`config.mk`:
```
export PLATFORM = sky130hd
export DESIGN_NAME = arp_tx_gen_flat
export DESIGN_NICKNAME = d
export VERILOG_FILES = /design/src/rtl/arp_tx_gen_if.sv /design/src/rtl/arp_tx_gen.sv /design/src/flat_wrapper.sv
export SDC_FILE = /design/constraint.sdc
export NUM_CORES = 1
export LEC_CHECK = 0
export BUFFER_PORTS_ARGS = -buffer_cell sky130_fd_sc_hd__buf_2
export CORE_ASPECT_RATIO = 1.75
export CORE_MARGIN = 8
export CORE_UTILIZATION = 59
export DETAILED_ROUTE_END_ITERATION = 10
export HOLD_SLACK_MARGIN = 0.06
export PLACE_DENSITY_LB_ADDON = 0.3
export SYNTH_ARGS = -nofsm -noshare
export SYNTH_HDL_FRONTEND = slang
export SYNTH_SLANG_ARGS = --single-unit
```
`constraint.sdc`:
```
create_clock -name i_clk -period 4.7 [get_ports i_clk]
set_input_delay 0.94 -clock i_clk [delete_from_list [all_inputs] [get_ports i_clk]]
set_output_delay 0.94 -clock i_clk [all_outputs]
set_load 0.1 [all_outputs]
```
`src/rtl/arp_tx_gen_if.sv`:
```
// Byte-stream handshake between the ARP frame generator and the MAC-layer arbiter.
interface arp_tx_gen_if;
    logic [7:0] mac_data;
    logic       mac_valid;
    logic       mac_last;
    logic       mac_ready;

    modport master (
        output mac_data,
        output mac_valid,
        output mac_last,
        input  mac_ready
    );

    modport slave (
        input  mac_data,
        input  mac_valid,
        input  mac_last,
        output mac_ready
    );
endinterface

```
`src/rtl/arp_tx_gen.sv`:
```
// ARP request/reply frame generator: queues triggers, snapshots fields, streams padded payload bytes.
module arp_tx_gen #(
    parameter logic [31:0] P_DST_IP       = 32'hC0A8_0A00,
    parameter logic [31:0] P_SRC_IP       = 32'hC0A8_0A01,
    parameter logic [47:0] P_SRC_MAC      = 48'h0,
    parameter logic [47:0] P_REQ_THA      = 48'hFFFF_FFFF_FFFF,
    parameter int unsigned P_FRAME_LEN    = 46,
    parameter int unsigned P_RETRY_CYCLES = 125_000_000,
    parameter int unsigned P_RETRY_MAX    = 3
) (
    input  logic                i_clk,
    input  logic                i_rst,
    input  logic [31:0]         i_dst_ip,
    input  logic                i_dst_ip_valid,
    input  logic [31:0]         i_src_ip,
    input  logic                i_src_ip_valid,
    input  logic [47:0]         i_src_mac,
    input  logic                i_src_mac_valid,
    input  logic                i_trig_reply,
    input  logic [47:0]         i_reply_mac,
    input  logic [31:0]         i_reply_ip,
    input  logic                i_active_req,
    input  logic                i_resolved,
    arp_tx_gen_if.master        mac,
    output logic                o_busy,
    output logic                o_req_fail
);

    localparam int unsigned CNT_W     = 11;
    localparam int unsigned HDR_LEN   = 28;
    localparam int unsigned HDR_IDX_W = 5;
    localparam int unsigned TMR_W     = $clog2(P_RETRY_CYCLES + 1);
    localparam int unsigned RTY_W     = $clog2(P_RETRY_MAX + 2);

    localparam logic [CNT_W-1:0] LAST_IDX = CNT_W'(P_FRAME_LEN - 1);
    localparam logic [TMR_W-1:0] TMR_END  = TMR_W'(P_RETRY_CYCLES - 1);
    localparam logic [RTY_W-1:0] RTY_MAX  = RTY_W'(P_RETRY_MAX);
    localparam bit               RETRY_EN = (P_RETRY_MAX != 0);

    typedef enum logic [1:0] {
        ST_IDLE,
        ST_LOAD,
        ST_SEND
    } state_t;

    state_t             state_q, state_d;
    logic [CNT_W-1:0]   cnt_q, cnt_d;

    logic [31:0]        dst_ip_q, dst_ip_d;
    logic [31:0]        src_ip_q, src_ip_d;
    logic [47:0]        src_mac_q, src_mac_d;

    logic               reply_pend_q, reply_pend_d;
    logic               req_pend_q, req_pend_d;
    logic [47:0]        reply_mac_q, reply_mac_d;
    logic [31:0]        reply_ip_q, reply_ip_d;

    logic               frm_req_q, frm_req_d;
    logic [47:0]        frm_sha_q, frm_sha_d;
    logic [31:0]        frm_spa_q, frm_spa_d;
    logic [47:0]        frm_tha_q, frm_tha_d;
    logic [31:0]        frm_tpa_q, frm_tpa_d;

    logic               tmr_arm_q, tmr_arm_d;
    logic [TMR_W-1:0]   tmr_q, tmr_d;
    logic [RTY_W-1:0]   retry_cnt_q, retry_cnt_d;

    logic [7:0]         mac_data_q, mac_data_d;
    logic               mac_valid_q, mac_valid_d;
    logic               mac_last_q, mac_last_d;
    logic               busy_q, busy_d;
    logic               req_fail_q, req_fail_d;

    logic               load_reply_c;
    logic               load_req_c;
    logic               frame_done_c;
    logic               retry_set_c;
    logic [HDR_LEN-1:0][7:0] hdr_c;
    logic [HDR_IDX_W-1:0]    hdr_idx_c;

    // State register and all datapath flops, synchronous reset.
    always_ff @(posedge i_clk) begin
        if (i_rst) begin
            state_q      <= ST_IDLE;
            cnt_q        <= '0;
            dst_ip_q     <= P_DST_IP;
            src_ip_q     <= P_SRC_IP;
            src_mac_q    <= P_SRC_MAC;
            reply_pend_q <= 1'b0;
            req_pend_q   <= 1'b0;
            reply_mac_q  <= '0;
            reply_ip_q   <= '0;
            frm_req_q    <= 1'b0;
            frm_sha_q    <= '0;
            frm_spa_q    <= '0;
            frm_tha_q    <= '0;
            frm_tpa_q    <= '0;
            tmr_arm_q    <= 1'b0;
            tmr_q        <= '0;
            retry_cnt_q  <= '0;
            mac_data_q   <= '0;
            mac_valid_q  <= 1'b0;
            mac_last_q   <= 1'b0;
            busy_q       <= 1'b0;
            req_fail_q   <= 1'b0;
        end else begin
            state_q      <= state_d;
            cnt_q        <= cnt_d;
            dst_ip_q     <= dst_ip_d;
            src_ip_q     <= src_ip_d;
            src_mac_q    <= src_mac_d;
            reply_pend_q <= reply_pend_d;
            req_pend_q   <= req_pend_d;
            reply_mac_q  <= reply_mac_d;
            reply_ip_q   <= reply_ip_d;
            frm_req_q    <= frm_req_d;
            frm_sha_q    <= frm_sha_d;
            frm_spa_q    <= frm_spa_d;
            frm_tha_q    <= frm_tha_d;
            frm_tpa_q    <= frm_tpa_d;
            tmr_arm_q    <= tmr_arm_d;
            tmr_q        <= tmr_d;
            retry_cnt_q  <= retry_cnt_d;
            mac_data_q   <= mac_data_d;
            mac_valid_q  <= mac_valid_d;
            mac_last_q   <= mac_last_d;
            busy_q       <= busy_d;
            req_fail_q   <= req_fail_d;
        end
    end

    // Frame FSM: pick a pending trigger (reply first), snapshot its fields, count bytes out.
    always_comb begin
        state_d      = state_q;
        cnt_d        = cnt_q;
        frm_req_d    = frm_req_q;
        frm_sha_d    = frm_sha_q;
        frm_spa_d    = frm_spa_q;
        frm_tha_d    = frm_tha_q;
        frm_tpa_d    = frm_tpa_q;
        load_reply_c = 1'b0;
        load_req_c   = 1'b0;
        frame_done_c = 1'b0;
        unique case (state_q)
            ST_IDLE: begin
                if (reply_pend_q || req_pend_q) begin
                    state_d = ST_LOAD;
                end
            end
            ST_LOAD: begin
                cnt_d     = '0;
                state_d   = ST_SEND;
                frm_sha_d = src_mac_q;
                frm_spa_d = src_ip_q;
                if (reply_pend_q) begin
                    load_reply_c = 1'b1;
                    frm_req_d    = 1'b0;
                    frm_tha_d    = reply_mac_q;
                    frm_tpa_d    = reply_ip_q;
                end else begin
                    load_req_c   = 1'b1;
                    frm_req_d    = 1'b1;
                    frm_tha_d    = P_REQ_THA;
                    frm_tpa_d    = dst_ip_q;
                end
            end
            ST_SEND: begin
                if (mac.mac_ready) begin
                    cnt_d = cnt_q + CNT_W'(1);
                    if (cnt_q == LAST_IDX) begin
                        state_d      = ST_IDLE;
                        frame_done_c = 1'b1;
                    end
                end
            end
            default: begin
                state_d = ST_IDLE;
            end
        endcase
    end

    // Configuration registers and pending trigger flags; a new trigger beats a same-cycle clear.
    always_comb begin
        dst_ip_d     = i_dst_ip_valid  ? i_dst_ip  : dst_ip_q;
        src_ip_d     = i_src_ip_valid  ? i_src_ip  : src_ip_q;
        src_mac_d    = i_src_mac_valid ? i_src_mac : src_mac_q;
        reply_pend_d = reply_pend_q;
        reply_mac_d  = reply_mac_q;
        reply_ip_d   = reply_ip_q;
        req_pend_d   = req_pend_q;
        if (load_reply_c) begin
            reply_pend_d = 1'b0;
        end
        if (i_trig_reply) begin
            reply_pend_d = 1'b1;
            reply_mac_d  = i_reply_mac;
            reply_ip_d   = i_reply_ip;
        end
        if (load_req_c) begin
            req_pend_d = 1'b0;
        end
        if (i_active_req || retry_set_c) begin
            req_pend_d = 1'b1;
        end
    end

    // Retry timer: armed by a finished request frame; resolution always overrides expiry.
    always_comb begin
        tmr_arm_d   = tmr_arm_q;
        tmr_d       = tmr_q;
        retry_cnt_d = retry_cnt_q;
        retry_set_c = 1'b0;
        req_fail_d  = 1'b0;
        if (tmr_arm_q) begin
            if (tmr_q == TMR_END) begin
                tmr_arm_d = 1'b0;
                if (retry_cnt_q < RTY_MAX) begin
                    retry_set_c = 1'b1;
                    retry_cnt_d = retry_cnt_q + RTY_W'(1);
                end else begin
                    req_fail_d  = 1'b1;
                    retry_cnt_d = '0;
                end
            end else begin
                tmr_d = tmr_q + TMR_W'(1);
            end
        end
        if (RETRY_EN && frame_done_c && frm_req_q) begin
            tmr_arm_d = 1'b1;
            tmr_d     = '0;
        end
        if (i_active_req) begin
            tmr_arm_d   = 1'b0;
            retry_cnt_d = '0;
            req_fail_d  = 1'b0;
        end
        if (i_resolved) begin
            tmr_arm_d   = 1'b0;
            retry_cnt_d = '0;
            retry_set_c = 1'b0;
            req_fail_d  = 1'b0;
        end
    end

    // Output byte mux from next-state values so data lines up with the registered valid.
    always_comb begin
        hdr_c = {16'h0001, 16'h0800, 8'h06, 8'h04,
                 (frm_req_d ? 16'h0001 : 16'h0002),
                 frm_sha_d, frm_spa_d, frm_tha_d, frm_tpa_d};
        hdr_idx_c   = HDR_IDX_W'(HDR_LEN - 1) - cnt_d[HDR_IDX_W-1:0];
        mac_valid_d = (state_d == ST_SEND);
        mac_data_d  = '0;
        mac_last_d  = 1'b0;
        if (mac_valid_d) begin
            if (cnt_d < CNT_W'(HDR_LEN)) begin
                mac_data_d = hdr_c[hdr_idx_c];
            end
            mac_last_d = (cnt_d == LAST_IDX);
        end
        busy_d = (state_d != ST_IDLE) || reply_pend_d || req_pend_d;
    end

    assign mac.mac_data  = mac_data_q;
    assign mac.mac_valid = mac_valid_q;
    assign mac.mac_last  = mac_last_q;
    assign o_busy        = busy_q;
    assign o_req_fail    = req_fail_q;

endmodule

```
`src/flat_wrapper.sv`:
```
// flat-port wrapper written by rule: the top's interface ports become plain ports
module arp_tx_gen_flat 
#(
    parameter logic [31:0] P_DST_IP       = 32'hC0A8_0A00,
    parameter logic [31:0] P_SRC_IP       = 32'hC0A8_0A01,
    parameter logic [47:0] P_SRC_MAC      = 48'h0,
    parameter logic [47:0] P_REQ_THA      = 48'hFFFF_FFFF_FFFF,
    parameter int unsigned P_FRAME_LEN    = 46,
    parameter int unsigned P_RETRY_CYCLES = 125_000_000,
    parameter int unsigned P_RETRY_MAX    = 3
)
  (i_clk, i_rst, i_dst_ip, i_dst_ip_valid, i_src_ip, i_src_ip_valid, i_src_mac, i_src_mac_valid, i_trig_reply, i_reply_mac, i_reply_ip, i_active_req, i_resolved, o_busy, o_req_fail, mac_mac_data, mac_mac_valid, mac_mac_last, mac_mac_ready);
  arp_tx_gen_if mac_i ();
  input  logic i_clk;
  input  logic i_rst;
  input  logic [31:0] i_dst_ip;
  input  logic i_dst_ip_valid;
  input  logic [31:0] i_src_ip;
  input  logic i_src_ip_valid;
  input  logic [47:0] i_src_mac;
  input  logic i_src_mac_valid;
  input  logic i_trig_reply;
  input  logic [47:0] i_reply_mac;
  input  logic [31:0] i_reply_ip;
  input  logic i_active_req;
  input  logic i_resolved;
  output logic o_busy;
  output logic o_req_fail;
  output wire logic [$bits(mac_i.mac_data)-1:0] mac_mac_data;
  output wire logic [$bits(mac_i.mac_valid)-1:0] mac_mac_valid;
  output wire logic [$bits(mac_i.mac_last)-1:0] mac_mac_last;
  input wire logic [$bits(mac_i.mac_ready)-1:0] mac_mac_ready;
  assign mac_mac_data = mac_i.mac_data;
  assign mac_mac_valid = mac_i.mac_valid;
  assign mac_mac_last = mac_i.mac_last;
  assign mac_i.mac_ready = mac_mac_ready;
  arp_tx_gen #(.P_DST_IP(P_DST_IP), .P_SRC_IP(P_SRC_IP), .P_SRC_MAC(P_SRC_MAC), .P_REQ_THA(P_REQ_THA), .P_FRAME_LEN(P_FRAME_LEN), .P_RETRY_CYCLES(P_RETRY_CYCLES), .P_RETRY_MAX(P_RETRY_MAX)) u_core (.i_clk(i_clk), .i_rst(i_rst), .i_dst_ip(i_dst_ip), .i_dst_ip_valid(i_dst_ip_valid), .i_src_ip(i_src_ip), .i_src_ip_valid(i_src_ip_valid), .i_src_mac(i_src_mac), .i_src_mac_valid(i_src_mac_valid), .i_trig_reply(i_trig_reply), .i_reply_mac(i_reply_mac), .i_reply_ip(i_reply_ip), .i_active_req(i_active_req), .i_resolved(i_resolved), .mac(mac_i), .o_busy(o_busy), .o_req_fail(o_req_fail));
endmodule
```
==> reports/qor.txt <==
Worst Setup End Kind: flop
WL/cell: 21.6 um
Setup WS pre-CTS: 0.979 ns
Async SR Flop Fraction: 0%
Min cycle time layout: 3.79 ns
Slew @ Worst Pin: 1.09 ns
Status: finished, final reports clean
Fin nets: 2430
Clock slew at reported path FFs: 0.07 ns
Post-synth cell types: 81
First-pass GRT wire length: 87600 um
Fmax: 0.264 GHz
Layout cells sized above 1: 15.6%
Worst-Skew Late Latency: 0.55 ns
Skew final: 0.0283 ns
Clk sinks: 411
Synthesis-stage register bit count: 411
Hold crit path type: flop to flop
Clock Tree Root: clkbuf_16
Syn avg cell area: 8.92 um2
Final setup fails: 0
Initial Util: 59.7%
Total number of vias: 16300
Max-capacitance violation count: 0
Crit path max fanout: 38
Setup slack after layout: 0.911 ns
Vias in the first global route: 16200
Relative slew slack: 27.6%
P_leak: 8.69 nW
Sequential fraction of the synthesis area: 44.0%
Cell Area, Synth: 18700 um2
Critical path arrival: 4.25 ns
Die W: 151 um
PD cells: 408 nW/um2
Placed inst area: 19900 um2
Clock buffer count from CTS: 37
GR Util All Layers: 29.4%
Cell with the most instances after synthesis: nor2_1
CTS Hold Bufs: 0
Power Total: 8.62 mW
Antenna violations before repair: 0
Post-route setup TNS: 0 ns
Synth top area cells: dfxtp_1, mux2i_1, nor2_1, clkbuf_1, a21oi_1
Vias per cell: 6.15
Final hold vios: 0
Syn nets: 2305
IO Port Bufs: 212
Routability cong.: 0.970
Post-synth EDFFs: 0
VDD IR-drop max: 0.368 mV
Final Cell Area: 21200 um2
Starting DRT DRC Count: 1189
Total gr overflow: 0
Final ANT Viol Nets: 0
Commonest cells post-synth: nor2_1, dfxtp_1, mux2i_1
Area leader, netlist: dfxtp_1
Primary FF master, synth: dfxtp_1
Seq. cell area: 8230 um2
H-tree levels: 2
I/O pins: 213
Fillers: 2540
Clock tree buffer depth: 3
Hpwl dp: 40800 um
Synth Instances: 2095
Setup bufs post-CTS: 0
Largest net degree at the start of global routing: 213
Multi-input logic area: 9690 um2
Final period util: 80.6%
PostCTS Resize Cnt: 0
FP Rows: 86
CP Launch Type: flop
Synth top area share: 44.0%
DRC errors left: 0
CTS tree: built
DRT Pass-1 Iters: 6
Fin. max-slew vios: 0
Die height: 251 um
Core Area: 31300 um2
Worst Path Required: 5.16 ns
P&R area growth vs syn: 13.2%
Setup CP Type: flop to flop
Routed WL: 57100 um
Yosys warns: 0
Full die area: 37900 um2
RSZ-0062 raised after global routing: no
==> layer usage <==
layer  track usage, %  up-vias  part of all wire [%]
met1             32.0     7777                    37
li1                 -     7657                     -
met2             52.1      615                    52
met5                0        -                     0
met3             4.50      205                   5.1
met4             17.9        0                   6.4
==> final timing paths <==
kind	start	to	slack, ns	cells after the start
setup / recovery	u_core.state_q[0]	u_core.mac.mac_data[5]	0.91	10
hold / removal	u_core.frm_tpa_q[22]	u_core.frm_tpa_q[22]	0.49	2
setup reg to reg	u_core.state_q[0]	u_core.mac.mac_data[5]	0.91	10
hold reg to reg	u_core.frm_tpa_q[22]	u_core.frm_tpa_q[22]	0.49	2
==> logic make-up (layout without fill, tap and decap cells) <==
logic type / after synthesis / after routing / share of synthesized area (%)
fa+ha+maj: 9 / 9 / 0.603
flops: 411 / 411 / 44.0
simple gates: 754 / 754 / 18.0
mux: 332 / 332 / 18.6
compound gates: 360 / 360 / 13.0
xor+xnor: 33 / 33 / 1.55
buf+inv: 196 / 346 / 4.26
other cells: 0 / 1 / 0
==> power breakdown <==
group	switching [mW]	total (mW)	internal (mW)	leakage (nW)
Sequential	0.157	3.88	3.73	3.37
Clock	1.32	3.13	1.80	0.602
Combinational	1.02	1.61	0.595	4.72
Total	2.50	8.62	6.12	8.69
==> state kept, by name, summed over array words and instances, names as in the netlist, 27 cells and up <==
signal	count
u_core.frm_tpa_q	32
u_core.frm_sha_q	48
u_core.tmr_q	27
u_core.frm_tha_q	48
u_core.reply_ip_q	32
u_core.src_ip_q	32
u_core.reply_mac_q	48
u_core.frm_spa_q	32
u_core.src_mac_q	48
u_core.dst_ip_q	32
==> placed cells by master, fill, tap and decap left out, types with 13 or more instances in the layout <==
master	n
clkbuf_16	39
nor3_1	26
o211ai_1	18
xnor2_1	13
nor2_1	460
a21oi_1	76
nand4_1	15
nand3_1	47
o21ai_0	68
mux2i_1	314
buf_2	210
buf_4	40
o22ai_1	36
or3_1	48
and3_1	13
nand2_1	74
a31oi_1	22
dfxtp_1	410
xor2_1	20
a211oi_1	20
inv_1	27
==> metrics by stage <==
stage	hold WS, ns	util, %	instances
3_5_place_dp	0.473	63.6	2577
5_1_grt	0.514	67.6	2641
3_3_place_gp	0.451	63.6	2577
6_report	0.485	67.6	2642
4_1_cts	0.483	67.6	2641
2_1_floorplan	0.440	-	2095
==> critical path: stages (launching register included) <==
cell and delay, ns:
dfxtp_1 0.42, inv_1 0.09, ha_1 0.52, buf_4 0.48
a21oi_2 0.14, nor2_4 0.47, buf_4 0.43, mux2i_1 0.26
o32ai_1 0.09, or4_1 0.59, a31oi_1 0.18
==> area by class of cell <==
cell class | count | share of cell area [%]
diodes | 1 | 0.0118
clock buffers | 55 | 5.23
clock inverters | 9 | 0.645
inverters | 30 | 0.538
multi-input cells | 1488 | 45.8
flip-flops and latches | 411 | 38.9
well taps | 396 | 2.34
repair buffers | 252 | 6.55
No activity file was read; power rests on OpenSTA's default activity.
